===== src/rtl/sqrt_pkg.sv =====
// rtl/sqrt_pkg.sv - shared constants and FSM state type for the sqrt result buffer
// Holds the sqrt pipeline latency, the default buffer depth and the buffer control states.
package sqrt_pkg;

    localparam int SQRT16_LATENCY     = 16;
    localparam int SQRT_BUF_DEPTH_DEF = 32;

    typedef enum logic {
        FLUSH = 1'b0,
        RUN   = 1'b1
    } buf_state_t;

endpackage


===== src/rtl/sync_fifo_mem.sv =====
// rtl/sync_fifo_mem.sv - DEPTH x DATA_W storage, one write port, one registered read port
// Ports:
//   clk      rising-edge clock
//   wr_en    write strobe; wr_data stored at wr_addr
//   wr_addr  write address
//   wr_data  write data
//   rd_en    read strobe; rd_data loads the word at rd_addr
//   rd_addr  read address
//   rd_data  registered read data, held while rd_en is low
module sync_fifo_mem #(
    parameter int DATA_W = 16,
    parameter int DEPTH  = 32,
    parameter int ADDR_W = $clog2(DEPTH)
) (
    input  logic              clk,
    input  logic              wr_en,
    input  logic [ADDR_W-1:0] wr_addr,
    input  logic [DATA_W-1:0] wr_data,
    input  logic              rd_en,
    input  logic [ADDR_W-1:0] rd_addr,
    output logic [DATA_W-1:0] rd_data
);

    logic [DATA_W-1:0] mem [DEPTH];

    always_ff @(posedge clk) begin
        if (wr_en) begin
            mem[wr_addr] <= wr_data;
        end
        // Write-through on an address collision so a word written into an
        // empty buffer reaches the read register in the same cycle.
        if (rd_en) begin
            rd_data <= (wr_en && (wr_addr == rd_addr)) ? wr_data : mem[rd_addr];
        end
    end

endmodule


===== src/rtl/sqrt_stream_buf.sv =====
// rtl/sqrt_stream_buf.sv - credit-controlled FWFT result buffer behind a sqrt pipeline
// Ports:
//   clk          rising-edge clock
//   rst          synchronous active-high reset
//   issue_vld_i  upstream wants to launch an operand
//   issue_rdy_o  credit available and flush done; launch = issue_vld_i & issue_rdy_o
//   res_data_i   result word from the sqrt pipeline
//   res_vld_i    result word valid
//   m_data_o     head result to the consumer (0 when empty)
//   m_vld_o      m_data_o valid
//   m_rdy_i      consumer ready; pop = m_vld_o & m_rdy_i
//   level_o      stored entries, including the head
//   ovf_err_o    sticky: a result arrived while the buffer was full
module sqrt_stream_buf
    import sqrt_pkg::*;
#(
    parameter int DATA_W    = 16,
    parameter int DEPTH     = SQRT_BUF_DEPTH_DEF,
    parameter int FLUSH_CYC = SQRT16_LATENCY,
    localparam int LVL_W    = $clog2(DEPTH + 1),
    localparam int PTR_W    = $clog2(DEPTH),
    localparam int CNT_W    = (FLUSH_CYC > 1) ? $clog2(FLUSH_CYC) : 1
) (
    input  logic              clk,
    input  logic              rst,
    input  logic              issue_vld_i,
    output logic              issue_rdy_o,
    input  logic [DATA_W-1:0] res_data_i,
    input  logic              res_vld_i,
    output logic [DATA_W-1:0] m_data_o,
    output logic              m_vld_o,
    input  logic              m_rdy_i,
    output logic [LVL_W-1:0]  level_o,
    output logic              ovf_err_o
);

    buf_state_t        state_q, state_d;
    logic [CNT_W-1:0]  flush_cnt_q, flush_cnt_d;
    logic [LVL_W-1:0]  credit_q, level_q, level_d;
    logic [PTR_W-1:0]  wr_ptr_q, rd_ptr_q;
    logic              vld_q, ovf_q;

    logic              launch, pop, full, wr_req, wr_en, ovf_set;
    logic              rd_en;
    logic [PTR_W-1:0]  rd_addr;
    logic [DATA_W-1:0] rd_data;

    // ---------------- control FSM ----------------
    always_comb begin
        state_d     = state_q;
        flush_cnt_d = flush_cnt_q;
        case (state_q)
            FLUSH: begin
                if (flush_cnt_q == '0) begin
                    state_d = RUN;
                end else begin
                    flush_cnt_d = flush_cnt_q - CNT_W'(1);
                end
            end
            RUN: begin
                state_d = RUN;
            end
        endcase
    end

    always_ff @(posedge clk) begin
        if (rst) begin
            state_q     <= FLUSH;
            flush_cnt_q <= CNT_W'(FLUSH_CYC - 1);
        end else begin
            state_q     <= state_d;
            flush_cnt_q <= flush_cnt_d;
        end
    end

    // ---------------- handshakes ----------------
    assign issue_rdy_o = (state_q == RUN) && (credit_q != '0);
    assign launch      = issue_vld_i && issue_rdy_o;
    assign pop         = vld_q && m_rdy_i;
    assign full        = (level_q == LVL_W'(DEPTH));

    // Pipeline output is stale until the flush window has passed.
    assign wr_req  = (state_q == RUN) && res_vld_i;
    assign wr_en   = wr_req && (!full || pop);
    assign ovf_set = wr_req && full && !pop;

    // ---------------- credit ----------------
    always_ff @(posedge clk) begin
        if (rst) begin
            credit_q <= LVL_W'(DEPTH);
        end else begin
            case ({launch, pop})
                2'b10:   credit_q <= credit_q - LVL_W'(1);
                // Saturate: words injected without a launch must not push
                // the credit beyond the buffer size.
                2'b01:   if (credit_q != LVL_W'(DEPTH)) credit_q <= credit_q + LVL_W'(1);
                default: credit_q <= credit_q;
            endcase
        end
    end

    // ---------------- level / pointers ----------------
    always_comb begin
        level_d = level_q;
        case ({wr_en, pop})
            2'b10:   level_d = level_q + LVL_W'(1);
            2'b01:   level_d = level_q - LVL_W'(1);
            default: level_d = level_q;
        endcase
    end

    always_ff @(posedge clk) begin
        if (rst) begin
            level_q  <= '0;
            wr_ptr_q <= '0;
            rd_ptr_q <= '0;
            vld_q    <= 1'b0;
            ovf_q    <= 1'b0;
        end else begin
            level_q <= level_d;
            vld_q   <= (level_d != '0);
            if (wr_en) wr_ptr_q <= wr_ptr_q + PTR_W'(1);
            if (pop)   rd_ptr_q <= rd_ptr_q + PTR_W'(1);
            if (ovf_set) ovf_q <= 1'b1;
        end
    end

    // The read register always holds the head entry. On a pop it fetches the
    // next entry; when empty, a write lands there through the write-through path.
    assign rd_en   = pop || (wr_en && (level_q == '0));
    assign rd_addr = pop ? (rd_ptr_q + PTR_W'(1)) : rd_ptr_q;

    sync_fifo_mem #(
        .DATA_W (DATA_W),
        .DEPTH  (DEPTH),
        .ADDR_W (PTR_W)
    ) u_mem (
        .clk     (clk),
        .wr_en   (wr_en),
        .wr_addr (wr_ptr_q),
        .wr_data (res_data_i),
        .rd_en   (rd_en),
        .rd_addr (rd_addr),
        .rd_data (rd_data)
    );

    // Read register is not reset; mask it so an empty buffer shows zero.
    assign m_data_o  = vld_q ? rd_data : '0;
    assign m_vld_o   = vld_q;
    assign level_o   = level_q;
    assign ovf_err_o = ovf_q;

endmodule


===== config.mk =====
export PLATFORM = sky130hd
export DESIGN_NAME = sqrt_stream_buf
export DESIGN_NICKNAME = d
export VERILOG_FILES = /design/src/rtl/sqrt_pkg.sv /design/src/rtl/sync_fifo_mem.sv /design/src/rtl/sqrt_stream_buf.sv
export SDC_FILE = /design/constraint.sdc
export NUM_CORES = 1
export LEC_CHECK = 0
export BUFFER_PORTS_ARGS = -buffer_cell sky130_fd_sc_hd__buf_4
export CAP_MARGIN = 15
export CORE_MARGIN = 1.5
export CORE_UTILIZATION = 34
export CTS_BUF_LIST = sky130_fd_sc_hd__clkbuf_4 sky130_fd_sc_hd__clkbuf_8
export CTS_CLUSTER_DIAMETER = 200
export DETAILED_ROUTE_END_ITERATION = 12
export HOLD_SLACK_MARGIN = 0.15
export PLACE_DENSITY = 0.56
export RECOVER_POWER = 50
export SYNTH_ARGS = -nofsm -noshare
export SYNTH_HDL_FRONTEND = slang
export SYNTH_HIERARCHICAL = 1
export SYNTH_SLANG_ARGS = --single-unit

===== constraint.sdc =====
create_clock -name clk -period 4.4 [get_ports clk]
set_clock_uncertainty 0.05 [all_clocks]
set_input_delay 0 -clock clk [delete_from_list [all_inputs] [get_ports clk]]
set_output_delay 0 -clock clk [all_outputs]
set_load 0.02 [all_outputs]

Word-level counts from Yosys, hierarchy flattened
Memories as Yosys holds them, arrays and structs flattened. A register that Yosys moved wholly into a read port is not among the register bits.
Cells that the tools add are included.
{"block": "word_totals", "latchBits": 0, "memories": 1, "reg_bits": 29, "output_inout_bits": 25, "romBits": 0, "mem_bits_rw": 512}
{"block": "classes", "n_eq_ne": 7, "shifts": 0, "n_mul": 0, "add_sub_neg": 7, "magnitude_cmp": 0, "reduce_logical": 19, "bitwise": 2, "div": 0, "muxes": 9}
{"name": "u_mem.mem", "depth": 32, "width": 16, "read_ports": 1, "rd_clocked_by_memory_dff": 1, "write_ports": 1, "line": "sync_fifo_mem.sv:24", "source": "logic [DATA_W-1:0] mem [DEPTH];"}
{"cell": "6-bit case mux with 2 select lines", "n": 2}
{"cell": "16-bit two-way mux", "n": 1}
{"cell": "6-bit by 1-bit adder with 6-bit output, second input constant", "n": 2}
{"cell": "6-bit nonzero test", "n": 2}
{"cell": "6-bit by 1-bit subtractor with 6-bit output, second input constant", "n": 2}
{"cell": "5-bit by 1-bit adder with 5-bit output, second input constant", "n": 2}
{"cell": "1-bit logical AND", "n": 8}
{"cell": "6-bit equality test, second input constant", "n": 1}
{"cell": "6-bit logical NOT", "n": 1}
{"cell": "6-bit two-way mux", "n": 1}
{"cell": "6-bit inequality test, second input constant", "n": 1}
{"cell": "5-bit two-way mux", "n": 1}
{"cell": "2-bit by 1-bit equality test with 1-bit output, second input constant", "n": 2}
{"cell": "2-bit equality test, second input constant", "n": 2}
{"cell": "4-bit logical NOT", "n": 1}
{"cell": "2-bit AND reduction", "n": 2}
{"cell": "4-bit by 1-bit subtractor with 4-bit output, second input constant", "n": 1}
{"cell": "1-bit two-way mux", "n": 3}
{"cell": "1-bit logical NOT", "n": 2}
{"cell": "1-bit logical OR", "n": 2}
{"cell": "2-bit inequality test, second input constant", "n": 1}
{"cell": "1-bit inverter", "n": 2}
{"cell": "1-bit case mux with 2 select lines", "n": 1}
{"cell": "2-bit nonzero test", "n": 1}

Depth between registers and ports, before layout
{"block": "logic_depth", "depth_word": 7, "ltp_mapped": 13}

Cells and area by module
The synthesis kept the hierarchy.
{"module": "sync_fifo_mem", "seq_area_each_um2": 15855.2, "n_inst": 1, "area_per_inst_um2": 20977.6, "cells_per_inst": 1023}
{"module": "sqrt_stream_buf", "seq_area_each_um2": 580.6, "n_inst": 1, "area_per_inst_um2": 1707.9, "cells_per_inst": 197}

Worst setup path before layout
No wires, ideal clock.
{"block": "synth_path", "path_type": "reg2reg", "from": "register vld_q, in the netlist m_vld_o", "to": "memory u_mem.mem[12][0] (enable)", "stages_incl_launch_ff": 6, "setup_slack_ns": 1.267, "arrival_time_ns": 2.694, "setup_time_ns": 0.388, "path_cell_list": "dfxtp_1 nand2_1 a41oi_1 or3b_2 clkbuf_1 nor2_1"}
{"block": "synth_between", "elab_chain_cells": 5}
{"element": "start: declaration", "line": "sqrt_stream_buf.sv:41", "source": "logic vld_q, ovf_q;"}
{"element": "start signal: assignment", "line": "sqrt_stream_buf.sv:121", "source": "vld_q <= (level_d != '0);"}
{"element": "1-bit logical AND", "line": "sqrt_stream_buf.sv:79", "source": "assign pop = vld_q && m_rdy_i;"}
{"element": "1-bit logical OR", "line": "sqrt_stream_buf.sv:84", "source": "assign wr_en = wr_req && (!full || pop);"}
{"element": "1-bit logical AND", "line": "sqrt_stream_buf.sv:84"}
{"element": "net wr_en", "line": "sqrt_stream_buf.sv:43", "source": "logic launch, pop, full, wr_req, wr_en, ovf_set;"}
{"element": "1-bit two-way mux", "line": "sync_fifo_mem.sv:27", "source": "if (wr_en) begin"}
{"element": "1-bit two-way mux (not written as such)", "line": "sync_fifo_mem.sv:28", "source": "mem[wr_addr] <= wr_data;"}
{"element": "end: declaration", "line": "sync_fifo_mem.sv:24"}
The timed path passes the listed nets, and every way through them passes these cells.

Final worst setup path
{"block": "layout_path", "from": "register vld_q, in the netlist m_vld_o", "to": "register u_mem.rd_data[1] (read register of u_mem.mem), data pin"}
{"element": "1-bit logical AND", "line": "sqrt_stream_buf.sv:79"}
{"element": "5-bit two-way mux"}
{"element": "net rd_addr[2]", "line": "sqrt_stream_buf.sv:45", "source": "logic [PTR_W-1:0] rd_addr;"}
{"element": "end: declaration", "line": "sync_fifo_mem.sv:21", "source": "output logic [DATA_W-1:0] rd_data"}
The timed path passes the listed nets, and every way through them passes these cells.
A chain may end at the register's enable or synchronous reset.

==> flow_summary.toml <==
[clocking]
root_buffer = "clkbuf_8"
htreeDepth = 3
clkLatencyLatePin_ps = 680
clk_pin_slew_ps = 60
cts_tree = "yes"
hold_buffers = 21
cts_setup_buffers = 0
cts.sinks = 557
cts_resized = 0
clockBufferDepth = 3
cts_buffers = 93

[synthesis]
syn_inst = 1220
synthTopCellsByArea = "edfxtp_1 (70%), mux4_2 (7.9%), mux2i_1 (4.4%)"
synth_top_area_share_pct = 69.89
synthMuxAreaShare_pct = 13.15
ys_ff_latch = 557
synth_edf_count = 528
avgSynthCellArea_sq_um = 18.59
synth.cell_area_sq_um = 22690
synthXorXnorAreaFrac_pct = 0.7722
synth_common_cells = "edfxtp_1 (528), mux2i_1 (99), mux4_2 (80)"
synth_top_family_by_area = "multiplexers"
yosys.area_share.simple_pct = 4.997
synthFlopType = "edfxtp_1"
synthArstFlopShare_pct = 0
synthDistinctLibCells = 65
synth.net_count = 1250
synth_top_area_cell = "edfxtp_1"
synth-seq-area-share_pct = 72.45
synth_warnings = 6
synth_compound_area_share_pct = 5.769
synthAdderAreaFrac_pct = 0.5295
yosysMostFrequentCell = "edfxtp_1"

[layout]
multi_input_area_sq_um = 5751
fin_nets = 1402
seq_area_sq_um = 16440
syn_to_final_growth_pct = 15.39
drive_gt1_share_pct = 25.38
fin_cells = 2316
fillers = 5935

[critical_path]
start_kind = "register"
crit_family = "simple AND/OR/NAND/NOR gates"
startpoint = "m_vld_o"
cp.required_ps = 4760
crit_type = "register to register"
slowest_delay_ps = 930
crit_path_end_kind = "register"
r2r_start = "m_vld_o"
worst-path-max-fanout = 58
cp_num_buf_inv = 2
arrival_ps = 4300
crit_chain = "buf_4 > and2_0 > nand2_1 > xnor2_1 > buf_12 > or2_2 > o22ai_1 > nor4_1 > o41ai_2"
cp_slowest_cell = "nor4_1"

[status]
outcome = "finished, violations left"
violations = "capacitance limit, slew limit"

[sta]
finalCritPeriodShare_pct = 89.65
drv_slew = 545
tns_ps = 0
max_freq_mhz = 253.5
period_needed_ps = 3944
hold_viol = 0
tightest_slew_ps = 2028
setup_viol = 0
grt_setup_unrepaired = "false"
slew_headroom_pct = -35.19

[floorplanning]
core_sq_um = 65860
die_h_um = 261.3
initial_core_util_pct = 34.44
io_pins = 46
fp-row-count = 94
die_w_um = 261.3
dieArea_sq_um = 68280

[place]
place_inst = 2120
gp_congestion = 0.8399
dpl.hpwl_um = 32100
portBuffers = 45

[power]
p_int_w = 0.009865
leakage_nw = 8.336
seqPwrFrac_pct = 44.0
pwr-share-comb_pct = 21.8
swShare_pct = 27.22
ir_drop_mv = 0.3191
clkPwrFrac_pct = 34.2
p_per_area_nw_per_um2 = 517.8
power_switching_w = 0.003690

[global_routing]
grt_max_degree = 59
grt_pass1_vias = 12059
track_usage_pct = 16.11
grt_pass1_wl_um = 80040
antenna_found_initial = 1
grt-ovfl-total = 0

[drt]
viasPerCell = 5.150
wl_per_cell_um = 23.45
drc = 0
vias = 11927
ant_nets = 0
drtPass1Iterations = 5
drtIter0Drc = 898
drt_wl_total_um = 54310

[min_path]
hp-class = "input pin to register"
hp-start = "rst"

[run]
max_cap_viol_count = 16
per-stage QoR:
stage	instance area, sq um	utilization (%)	hold WS (ps)	setup slack (ps)	power, W
6_report	26180	39.75	226.8	455.6	0.01355
5_1_grt	26180	39.74	226.3	312.3	0.01411
4_1_cts	26290	39.92	167.2	467.7	0.01374
3_5_place_dp	24180	36.71	353.4	466.9	0.009076
3_3_place_gp	24170	36.70	350.7	451.8	0.009053
2_1_floorplan	22690	-	48.87	1267	0.008392
final timing paths:
path	slack, ps	to	cells after the start
worst min register to register	440	ovf_err_o	1
worst max register to register	460	u_mem/rd_data[1]	9
worst min-delay path	230	wr_ptr_q[1]	3
worst max-delay path	460	u_mem/rd_data[1]	9
registers in the layout, indices dropped and copies added (netlist names):
name,flops
state_q,1
ovf_err_o,1
rd_ptr_q,5
u_mem/rd_data,16
level_o,6
m_vld_o,1
flush_cnt_q,4
credit_q,6
u_mem/mem,512
wr_ptr_q,5
area by class of cell:
class,count,share of cell area (%)
sequential,557,62.79
multi-input combinational,586,21.97
clock buffer,127,5.912
tap,864,4.130
timing repair buffer,129,3.757
clock inverter,46,1.357
inverter,5,0.07169
antenna,2,0.01912
tightest hold or removal path, cell delays in order:
cell and delay [ps]:
dlygate4sd3_1 530, buf_4 250, nor2_1 130
power groups by stage:
stage                     combinational, W  sequential, W  clock [W]
final                              0.00295        0.00597    0.00464
after global routing               0.00316        0.00597    0.00498
after global placement             0.00299        0.00607          0
after detailed placement           0.00300        0.00607          0
after CTS                          0.00303        0.00596    0.00476
after floorplan                    0.00232        0.00608          0
cells by family after synthesis:
group,Yosys count
fa+ha+maj,9
compound gates,150
buf+inv,77
xor+xnor,20
flops,557
simple gates,211
mux,196
cells in the final DEF (no fill, tap or decap), types with 22 or more instances in the layout:
master and count:
nor2_1 65, edfxtp_1 528, dfxtp_1 29, nor2b_1 22
a211oi_1 33, mux4_2 80, buf_4 76, clkbuf_1 26
a21oi_1 24, clkinv_1 22, mux2i_1 99, clkbuf_4 32
nand3_1 24, clkbuf_8 95
per-layer routing:
layer,vias to the layer above,track usage [%],routed length [um]
met2,332,25.53,25800
met3,71,2.768,2545
met5,-,0,0
met1,6224,22.12,24480
met4,0,6.418,1490
li1,5300,-,-
(Power assumes the default switching activity.)
